### src/rtl/ad_bus_pkg.sv
// Shared definitions for the multiplexed address/data bus master:
// state encoding, AD word width and default build constants.
package ad_bus_pkg;

  localparam int AD_W        = 32;
  localparam int BURST_W_DEF = 4;
  localparam int TIMEOUT_DEF = 16;

  typedef enum logic [2:0] {
    S_IDLE,
    S_ADDR_EN,
    S_ADDR,
    S_WDATA,
    S_TURN,
    S_RDATA,
    S_RCAP,
    S_END
  } state_t;

endpackage

### src/rtl/ad_bus_master.sv
// Burst master for a shared AD bus: address phase, write/read data beats, turnaround.
// Optional TRdy watchdog enabled by defining AD_BUS_MASTER_TIMEOUT_EN.
module ad_bus_master
  import ad_bus_pkg::*;
#(
  parameter int BURST_W = BURST_W_DEF,
  parameter int TIMEOUT = TIMEOUT_DEF
) (
  input  logic               Clk,
  input  logic               Reset,
  input  logic               req_valid,
  output logic               req_ready,
  input  logic               req_write,
  input  logic [AD_W-1:0]    req_addr,
  input  logic [BURST_W-1:0] req_len,
  input  logic [AD_W-1:0]    wd_data,
  output logic               wd_ready,
  output logic               rd_valid,
  output logic [AD_W-1:0]    rd_data,
  output logic               done,
  output logic               err,
  output logic               Drive,
  output logic               OK,
  output logic [AD_W-1:0]    ADOut,
  input  logic [AD_W-1:0]    IPad,
  output logic               AddrStb,
  output logic               DataStb,
  input  logic               TRdy
);

  state_t               state, nxt;
  logic                 write_q;
  logic [AD_W-1:0]      addr_q;
  logic [AD_W-1:0]      last_q;
  logic [AD_W-1:0]      ad_mux;
  logic [BURST_W-1:0]   cnt_q;
  logic                 cap_q;
  logic                 ok_q;
  logic                 abort;
  logic                 last_beat;

  assign last_beat = (cnt_q == '0);

  always_comb begin
    nxt       = state;
    req_ready = 1'b0;
    Drive     = 1'b0;
    AddrStb   = 1'b0;
    DataStb   = 1'b0;
    wd_ready  = 1'b0;
    done      = 1'b0;
    ad_mux    = last_q;
    case (state)
      S_IDLE: begin
        req_ready = 1'b1;
        if (req_valid) nxt = S_ADDR_EN;
      end
      S_ADDR_EN: begin
        Drive  = 1'b1;
        ad_mux = addr_q;
        nxt    = S_ADDR;
      end
      S_ADDR: begin
        Drive   = 1'b1;
        AddrStb = 1'b1;
        ad_mux  = addr_q;
        nxt     = write_q ? S_WDATA : S_TURN;
      end
      S_WDATA: begin
        Drive   = ~abort;
        DataStb = ~abort;
        ad_mux  = wd_data;
        if (abort) begin
          nxt = S_END;
        end else if (TRdy) begin
          wd_ready = 1'b1;
          if (last_beat) nxt = S_END;
        end
      end
      S_TURN: nxt = S_RDATA;
      S_RDATA: begin
        DataStb = ~abort;
        if (abort) nxt = S_END;
        else if (TRdy && last_beat) nxt = S_RCAP;
      end
      S_RCAP: nxt = S_END;
      S_END: begin
        done = 1'b1;
        nxt  = S_IDLE;
      end
      default: nxt = S_IDLE;
    endcase
  end

  // Pads keep showing the last driven word whenever the master is not driving
  assign ADOut    = Drive ? ad_mux : last_q;
  assign OK       = ok_q & ~abort;
  assign rd_valid = cap_q;
  assign rd_data  = cap_q ? IPad : '0;

  always_ff @(posedge Clk or negedge Reset) begin
    if (!Reset) begin
      state   <= S_IDLE;
      write_q <= 1'b0;
      addr_q  <= '0;
      last_q  <= '0;
      cnt_q   <= '0;
      cap_q   <= 1'b0;
      ok_q    <= 1'b0;
    end else begin
      state <= nxt;
      ok_q  <= 1'b1;
      cap_q <= (state == S_RDATA) && TRdy && !abort;
      if (state == S_IDLE && req_valid) begin
        write_q <= req_write;
        addr_q  <= req_addr;
        cnt_q   <= req_len;
      end else if (DataStb && TRdy) begin
        cnt_q <= cnt_q - 1'b1;
      end
      if (Drive) last_q <= ad_mux;
    end
  end

`ifdef AD_BUS_MASTER_TIMEOUT_EN
  localparam int TO_W = $clog2(TIMEOUT + 1);

  logic [TO_W-1:0] to_q;
  logic            err_q;

  assign abort = ((state == S_WDATA) || (state == S_RDATA)) && (to_q == TO_W'(TIMEOUT));
  assign err   = done & err_q;

  // Counts consecutive DataStb cycles without TRdy; any other cycle restarts it
  always_ff @(posedge Clk or negedge Reset) begin
    if (!Reset) begin
      to_q  <= '0;
      err_q <= 1'b0;
    end else begin
      if (DataStb && !TRdy) to_q <= to_q + 1'b1;
      else                  to_q <= '0;
      if (abort)               err_q <= 1'b1;
      else if (state == S_END) err_q <= 1'b0;
    end
  end
`else
  logic unused_timeout;

  assign abort          = 1'b0;
  assign err            = 1'b0;
  assign unused_timeout = (TIMEOUT > 0);
`endif

endmodule

### config.mk
export PLATFORM = sky130hd
export DESIGN_NAME = ad_bus_master
export DESIGN_NICKNAME = d
export VERILOG_FILES = /design/src/rtl/ad_bus_pkg.sv /design/src/rtl/ad_bus_master.sv
export SDC_FILE = /design/constraint.sdc
export NUM_CORES = 1
export LEC_CHECK = 0
export CAP_MARGIN = 10
export CORE_MARGIN = 2
export CORE_UTILIZATION = 39
export DETAILED_ROUTE_END_ITERATION = 6
export GPL_ROUTABILITY_DRIVEN = 1
export GPL_TIMING_DRIVEN = 0
export HOLD_SLACK_MARGIN = 0.05
export PLACE_DENSITY_LB_ADDON = 0.3
export SLEW_MARGIN = 20
export SYNTH_ARGS = -nofsm -noshare
export SYNTH_HDL_FRONTEND = slang
export SYNTH_SLANG_ARGS = --single-unit
### constraint.sdc
create_clock -name Clk -period 3.2 [get_ports Clk]
set_clock_uncertainty 0.1 [all_clocks]
set_input_delay 0.96 -clock Clk [delete_from_list [all_inputs] [get_ports Clk]]
set_output_delay 0.96 -clock Clk [all_outputs]
set_load 0.01 [all_outputs]
Yosys cells after proc, flatten, opt, wreduce, memory -nomap -nowiden
Cells that the tools add are included.
Widths: inputs -> output; s select.
{"block": "word_totals", "regBits": 74, "mem_count": 0, "latchBits": 0, "out_inout_bits": 73, "romBits": 0, "in_bits": 105, "ram_bits": 0, "wordCells": 48}
{"block": "op_classes", "n_shift": 0, "mux": 18, "n_bitwise": 0, "n_reduce_logical": 11, "div": 0, "n_lt_le_gt_ge": 0, "addsub": 1, "n_mul": 0, "n_eq_ne": 11}
{"op": "$mux 32", "count": 2}
{"op": "$pmux 32 s2", "count": 1}
{"op": "$pmux 3 s8", "count": 1}
{"op": "$mux 3", "count": 5}
{"op": "$eq 3x3->1 const B", "count": 4}
{"op": "$mux 4", "count": 2}
{"op": "$ne 2x2->1 const B", "count": 4}
{"op": "$mux 1", "count": 7}
{"op": "$eq 3x2->1 const B", "count": 2}
{"op": "$logic_and 1x1->1", "count": 4}
{"op": "$logic_not 4->1", "count": 1}
{"op": "$reduce_and 4->1", "count": 1}
{"op": "$reduce_or 2->1", "count": 2}
{"op": "$sub 4x1->4 const B", "count": 1}
{"op": "$eq 3x1->1 const B", "count": 1}
{"op": "$logic_not 3->1", "count": 1}
{"op": "$reduce_or 3->1", "count": 1}
{"op": "$reduce_bool 2->1", "count": 1}

Longest topological paths before layout
Gate-level depths: netlist of run 1.
{"block": "logic_depth", "ltp_word": 6, "mapped_depth": 6, "depth_no_buf": 5}

Least setup slack after synthesis of run 1
No wires, ideal clock.
{"block": "synth_timing", "path_kind": "register to output", "start": "register state[1]", "end": "output ADOut[25]", "path_slack_ps": 761, "arrival_time_ps": 1379, "n_path_buf": 2, "path_stages_with_launch": 6, "required_ps": 2140, "cell_sequence": "dfrtp_1 -> buf_4 -> nand2_2 -> buf_2 -> mux2i_1 -> o21ai_0"}
{"block": "synth_via", "elab_chain_len": 4, "elab_cells_between_ends": 8, "classes_between": "3 x eq/ne; 3 x mux; 2 x reduce/logical"}
{"element": "start, declared", "line_no": "ad_bus_master.sv:31", "rtl": "state_t state, nxt;"}
{"element": "start signal, assigned", "line_no": "ad_bus_master.sv:111", "rtl": "state <= nxt;"}
{"element": "$eq 3x2->1 / $eq 3x1->1 (equally long branches)", "line_no": "ad_bus_master.sv:53", "rtl": "case (state)"}
{"element": "$reduce_or 2->1 (no line) / $reduce_or 3->1 (equally long branches)"}
{"element": "$pmux 32 s2 / $mux 1 (equally long branches)", "line_no": "ad_bus_master.sv:53"}
{"element": "$mux 32 *"}
{"element": "end, declared", "line_no": "ad_bus_master.sv:24", "rtl": "output logic [AD_W-1:0] ADOut,"}
Every way passes the cells marked *; elsewhere a longest branch is shown, timed or not.

Final worst setup path of run 1
{"block": "layout_timing", "start": "input IPad[14]", "end": "output rd_data[14]"}
{"block": "layout_via", "elab_chain_len": 1}
{"element": "start, declared", "line_no": "ad_bus_master.sv:25", "rtl": "input logic [AD_W-1:0] IPad,"}
{"element": "$mux 32", "line_no": "ad_bus_master.sv:99", "rtl": "assign rd_data = cap_q ? IPad : '0;"}
{"element": "end, declared", "line_no": "ad_bus_master.sv:19", "rtl": "output logic [AD_W-1:0] rd_data,"}
No other way between the ends.

==> results of run 1 <==
-- flip-flops by register name (all words and copies together) (netlist names) --
name,flops
addr_q,32
last_q,32
cnt_q,4
state,3
OK,1
rd_valid,1
write_q,1
-- final cells by class --
class,count,area (um2),area share [%]
Buffer,25,166,2.95
Clock buffer,11,141,2.51
Clock inverter,5,62.6,1.11
Inverter,5,18.8,0.333
Multi-Input combinational cell,274,1490,26.5
Sequential cell,74,1850,32.9
Tap cell,108,135,2.40
Timing Repair Buffer,179,1770,31.4
-- power by group --
| part | internal (uW) | switching, uW | leakage, uW |
|---|---|---|---|
| Clock | 386 | 353 | 0.0000962 |
| Sequential | 1380 | 200 | 0.000918 |
| Combinational | 1220 | 1420 | 0.00177 |
-- stage by stage --
| stage | utilization (%) | std cells | total power [uW] |
|---|---|---|---|
| finish | 65.0 | 681 | 4960 |
| global route | 65.0 | 681 | 5350 |
| CTS | 64.7 | 681 | 4980 |
| detailed placement | 62.3 | 663 | 4370 |
| global placement | 62.0 | 662 | 4270 |
| floorplan | - | 378 | 3010 |
-- final timing paths --
kind	to	cells past startpoint	slack (ps)	start
max	rd_data[14]	3	30	IPad[14]
min	addr_q[24]	2	380	addr_q[24]
max reg2reg	addr_q[0]	5	1290	state[2]
min reg2reg	addr_q[24]	2	380	addr_q[24]
max in group asynchronous	last_q[3]	2	2050	Reset
min in group asynchronous	last_q[19]	1	390	Reset
-- tightest hold or removal path, delay by kind of cell (launching register included) --
family / cells / cell delay, ps
AND/OR/NAND/NOR: 2 / 100
flip-flops: 1 / 340
-- timing repair --
action,in CTS,in global routing
pin swaps,0,0
hold buffers,0,0
setup buffers,2,0
setup endpoints to repair,34,5
gates resized for setup,56,7
-- placed cells by master (no fill, tap or decap), types with 3 or more instances in the layout --
master	synthesis	final
nand3_1	3	3
buf_2	9	7
inv_1	5	5
dfrtp_1	74	74
buf_4	4	6
and2_1	32	32
o21ai_1	0	11
clkdlybuf4s50_1	0	141
o21ai_0	36	25
nand2_1	135	135
nor3_1	5	5
or3_1	3	3
dlygate4sd2_1	0	31
o211ai_1	3	3
nor2_1	5	5
mux2i_1	33	33
clkbuf_2	0	3
clkbuf_4	0	3
clkbuf_8	0	10
clkbuf_1	10	5
buf_6	2	5
-- metal layers --
layer	vias to the layer above	wire (um)
met5	-	0
met3	15	433
met1	1531	4500
li1	1611	-
met2	84	5160
met4	0	210
-- cells by family (layout without fill, tap and decap cells) --
group | count (synthesis) | count (layout) | share of synthesized area (%)
and+or+nand+nor | 191 | 191 | 24.9
xor gates and xnor gates | 1 | 1 | 0.251
DFF | 74 | 74 | 53.1
muxes | 33 | 33 | 9.48
adders and majority gates | 1 | 1 | 0.359
AOI/OAI and AO/OA | 46 | 46 | 7.29
other | 2 | 2 | 0.215
buffers and inverters | 30 | 225 | 4.42
-- Yosys cell counts (2+ instances only) --
cell type / instances / area share, %
nand2_1: 135 / 15
dfrtp_1: 74 / 53
o21ai_0: 36 / 5.2
mux2i_1: 33 / 9.5
and2_1: 32 / 5.7
clkbuf_1: 10 / 1.1
buf_2: 9 / 1.3
inv_1: 5 / 0.54
nor2_1: 5 / 0.54
nor3_1: 5 / 0.72
buf_4: 4 / 0.86
nand3_1: 3 / 0.43
o211ai_1: 3 / 0.65
or3_1: 3 / 0.54
a31oi_1: 2 / 0.36
buf_6: 2 / 0.65
conb_1: 2 / 0.22
==> results.py, run 1 <==
metrics = {
    "cts": {
        "cts.clk_slew.worst_paths_ps": 80,
        "cts_tree": "yes",
        "clkLatencyLatePin_ps": 350,
        "cts_root_buf": "clkbuf_8",
        "clockBufferDepth": 2,
        "cts_buffers": 9,
        "htreeDepth": 3,
        "cts.sinks": 74,
    },
    "routing": {
        "first_iter_violations": 133,
        "drc": 0,
        "antenna_left": 0,
        "avgViaCountPerCell": 4.76,
        "wl_per_cell_um": 15.1,
        "first_pass_iters": 4,
        "routed_wl_um": 10300,
        "vias": 3241,
    },
    "global_routing": {
        "grt_first_pass_wirelength_um": 16200,
        "met3_usage_pct": 5.11,
        "grt_pass1_vias": 3182,
        "gr-total-overflow": 0,
        "grtUsageMet2_pct": 35.7,
        "gr-usage-all-layers_pct": 21.0,
        "antenna_found_initial": 0,
        "grtUsageMet1_pct": 26.6,
        "top_usage_layer": "met2",
        "grt_max_degree": 57,
    },
    "setup_path": {
        "max_stage_delay_ps": 540,
        "worst_ep_arrival_time_ps": 2110,
        "worstSetupPathType": "in2out",
        "critPathLaunchType": "primary input",
        "crit_buf_inv": 2,
        "crit_top_cell": "clkdlybuf4s50_1",
        "setup.worst_path.end_class": "primary output",
        "path_cells": "clkdlybuf4s50_1 > and2_1 > clkdlybuf4s50_1",
        "cp_max_fo": 1,
        "cp.required_ps": 2140,
        "cp_top_family": "buffers and inverters",
        "slowest_stage": "clkdlybuf4s50_1",
    },
    "die": {
        "dieArea_um2": 9710,
        "io_pins": 178,
        "core_area_um2": 8680,
        "initial_core_util_pct": 40.2,
        "die_w_um": 98.5,
        "row_count": 34,
        "die_height_um": 98.5,
    },
    "timing": {
        "setup-tns-final_ps": 0,
        "slew_headroom_pct": 59.8,
        "worstMarginPinSlew_ps": 601,
        "postLayoutSetupSlackWorst_ps": 34.8,
        "hold_viol": 0,
        "fin_crit_ps": 3170,
        "rsz0062_at_grt": "no",
        "max_freq_mhz": 316,
        "period_share_pct": 98.9,
        "drv_slew": 0,
        "setup_violations": 0,
        "whs_ps": 377,
    },
    "run_status": {
        "outcome": "finished clean",
    },
    "synthesis": {
        "syn_area_per_cell_um2": 9.22,
        "synth_area_um2": 3490,
        "async_reset_ff_share_pct": 100,
        "synth_cell_types": 32,
        "synth-seq-cells": 74,
        "synth_fp_nets": 484,
        "synth_cells": 378,
        "yosys_warnings": 0,
        "synthFlopType": "dfrtp_1",
        "seq_area_frac_synth_pct": 53.1,
        "synth_edf_count": 0,
    },
    "placement": {
        "placed_cell_area_um2": 5410,
        "hpwl_um": 7680,
        "io_buffers": 176,
        "place.gp.congestion": 0.780,
        "post-place-ws_ps": -296,
    },
    "worst_hold_path": {
        "hold_class": "reg2reg",
    },
    "finish": {
        "stdcell_area_um2": 5640,
        "syn_to_final_growth_pct": 61.7,
        "drive_gt1_share_pct": 7.68,
        "nets": 674,
        "fill_cells": 766,
        "diodes": 0,
    },
    "power_and_ir_drop": {
        "p_leak_uw": 0.00279,
        "cellPowerDensity_nw_per_um2": 880,
        "peakVddDrop_uv": 412,
    },
    "run": {
        "maxCapViolations": 0,
    },
}
Power figures use the tool's default switching activity.
==> run 2: changes to the inputs <==
--- a/config.mk
+++ b/config.mk
@@ -5,6 +5,8 @@
 export SDC_FILE = /design/constraint.sdc
 export NUM_CORES = 1
 export LEC_CHECK = 0
+export ABC_AREA = 1
+export ABC_CLOCK_PERIOD_IN_PS = 3200
 export CAP_MARGIN = 10
 export CORE_MARGIN = 2
 export CORE_UTILIZATION = 39
==> run 2 against run 1 <==
Compared with the run above:
- sequential share of layout area decreased by 0.64 points
- core utilization is 2.1 points lower
- non-clock buffer count down 1
- sequential cell count did not move
- setup slack better by 23 ps
- maximum frequency increased by 0.72%
- combinational power increased by 5%
- clock-buffer cell count shrank 1
- synthesized area rose by 4.2%
- routed wire length grew 2.5%
- final area up 2.0%
==> results.py, run 2 <==
metrics = {
    "synthesis": {
        "synth_fp_nets": 608,
        "synth_cell_types": 19,
        "synth_edf_count": 0,
        "yosys_warnings": 0,
        "synthFlopType": "dfrtp_1",
        "yosys-top-cells-area": "dfrtp_1 (51%), nand2_1 (23%), inv_1 (7.6%)",
        "synth-seq-cells": 74,
        "synth_most_common_cell": "nand2_1",
        "synth_area_um2": 3630,
        "seq_area_frac_synth_pct": 51.0,
        "async_reset_ff_share_pct": 100,
        "syn_area_per_cell_um2": 7.24,
        "synthTopCellsByCount": "nand2_1 (223), dfrtp_1 (74), inv_1 (74), nand3_1 (48), o21ai_0 (27)",
        "synth_top_area_share_pct": 51.0,
        "synth_cells": 502,
        "yosysTopAreaCell": "dfrtp_1",
    },
    "placement": {
        "post-place-ws_ps": -143,
        "place.gp.congestion": 0.809,
        "dp_cells": 790,
        "hpwl_um": 8090,
        "io_buffers": 176,
    },
    "setup_path": {
        "cp.required_ps": 2140,
        "cp_max_fo": 1,
        "critPathLaunchType": "primary input",
        "slowest_stage": "clkdlybuf4s50_1",
        "worst_ep_arrival_time_ps": 2080,
        "crit_top_cell": "clkdlybuf4s50_1",
        "setup.worst_path.end_class": "primary output",
        "worstSetupPathType": "in2out",
        "max_stage_delay_ps": 540,
        "path_cells": "clkdlybuf4s50_1 > nand2_1 > inv_1 > clkdlybuf4s50_1",
    },
    "routing": {
        "routed_wl_um": 10600,
        "vias": 3797,
        "drc": 0,
        "avgViaCountPerCell": 4.71,
        "wl_per_cell_um": 13.1,
        "antenna_left": 0,
        "first_pass_iters": 4,
        "first_iter_violations": 150,
    },
    "global_routing": {
        "grt_pass1_vias": 3790,
        "gr-usage-all-layers_pct": 21.2,
        "grt_max_degree": 40,
        "grt_first_pass_wirelength_um": 17100,
        "gr-total-overflow": 0,
        "antenna_found_initial": 0,
    },
    "power_and_ir_drop": {
        "p_clk_share_pct": 15.2,
        "power_frac_comb_pct": 53.9,
        "cellPowerDensity_nw_per_um2": 894,
        "finalPower_uw": 5140,
        "seqPwrFrac_pct": 30.9,
        "p_sw_share_pct": 41.6,
        "p_leak_uw": 0.00311,
        "p_sw_uw": 2140,
        "peakVddDrop_uv": 555,
        "power.internal_uw": 3010,
    },
    "cts": {
        "htreeDepth": 3,
        "cts_tree": "yes",
        "cts_buffers": 9,
        "clkLatencyLatePin_ps": 350,
        "hold_buffers": 0,
        "cts.sinks": 74,
        "cts.clk_slew.worst_paths_ps": 80,
        "clockBufferDepth": 2,
        "cts_root_buf": "clkbuf_8",
    },
    "die": {
        "die_height_um": 101,
        "initial_core_util_pct": 39.7,
        "core_area_um2": 9150,
        "die_w_um": 101,
        "row_count": 35,
        "io_pins": 178,
        "dieArea_um2": 10100,
    },
    "finish": {
        "final_cell_mix": "nand2_1 (223), clkdlybuf4s50_1 (140), dfrtp_1 (73)",
        "syn_to_final_growth_pct": 58.4,
        "fill_cells": 818,
        "reg_top3": "addr_q x32, last_q x32, cnt_q x4",
        "final_common_cell": "nand2_1",
        "stdcell_count": 806,
        "drive_gt1_share_pct": 7.19,
        "nets": 797,
        "diodes": 0,
    },
    "timing": {
        "postLayoutSetupSlackWorst_ps": 57.5,
        "drv_slew": 0,
        "setup-tns-final_ps": 0,
        "rsz0062_at_grt": "no",
        "fin_crit_ps": 3140,
        "max_freq_mhz": 318,
        "whs_ps": 382,
        "period_share_pct": 98.2,
        "setup_violations": 0,
        "hold_viol": 0,
    },
    "run_status": {
        "outcome": "finished clean",
    },
    "worst_hold_path": {
        "hold_class": "reg2reg",
    },
    "run": {
        "maxCapViolations": 0,
    },
}
[run 2: worst paths after layout]
path	start	endpoint	slack, ps	depth (start not counted)
worst max register to register	state[0]	addr_q[15]	1450	8
min in group asynchronous	Reset	last_q[16]	470	1
worst min register to register	addr_q[3]	addr_q[3]	380	2
worst min-delay path	addr_q[3]	addr_q[3]	380	2
max in group asynchronous	Reset	state[1]	1930	2
worst max-delay path	IPad[14]	rd_data[14]	60	4
[run 2: kinds of logic after synthesis]
group / share of synthesized area [%]
DFF: 51.0
adders and majority gates: 0.344
and+or+nand+nor: 31.6
buffers and inverters: 11.7
AOI/OAI and AO/OA: 5.10
other: 0.207
[run 2: final cells by class]
type                    count  area [um2]  area share (%)
inverters                  80         300            5.22
multi-input cells         323        1360            23.6
plain buffers              25         135            2.35
clock buffers              10         128            2.22
well taps                 111         139            2.41
clock inverters             5        80.1            1.39
flip-flops and latches     74        1850            32.2
repair buffers            178        1760            30.6
[run 2: power by group through the flow]
| stage | logic (uW) | clock network (uW) | registers, uW |
|---|---|---|---|
| after floorplan | 1610 | 0 | 1540 |
| after global placement | 2940 | 0 | 1580 |
| after detailed placement | 3020 | 0 | 1600 |
| after CTS | 2810 | 795 | 1590 |
| after global routing | 3130 | 838 | 1640 |
| final | 2770 | 782 | 1590 |
[run 2: what timing repair did]
item	in CTS	in global routing
resized for setup	38	7
endpoints found under the hold margin	0	0
setup endpoints to repair	32	5
pin swaps	1	0
cloned	0	0
buffers inserted	1	0
[run 2: worst max-delay path, delay by kind of cell]
| kind | cells | cell delay [ps] |
|---|---|---|
| buffers and inverters | 3 | 1070 |
| AND/OR/NAND/NOR | 1 | 60 |
[run 2: per-layer routing]
metal / track usage, % / part of all wire [%]
met2: 37.1 / 49
met3: 5.34 / 8.7
met5: 0 / 0
met1: 25.6 / 41
met4: 7.17 / 0.86
[run 2: stage by stage]
| stage | utilization, % | instance area (um2) |
|---|---|---|
| 2_1_floorplan | - | 3630 |
| 3_3_place_gp | 60.5 | 5530 |
| 3_5_place_dp | 60.6 | 5550 |
| 4_1_cts | 62.7 | 5740 |
| 5_1_grt | 62.8 | 5750 |
| 6_report | 62.8 | 5750 |
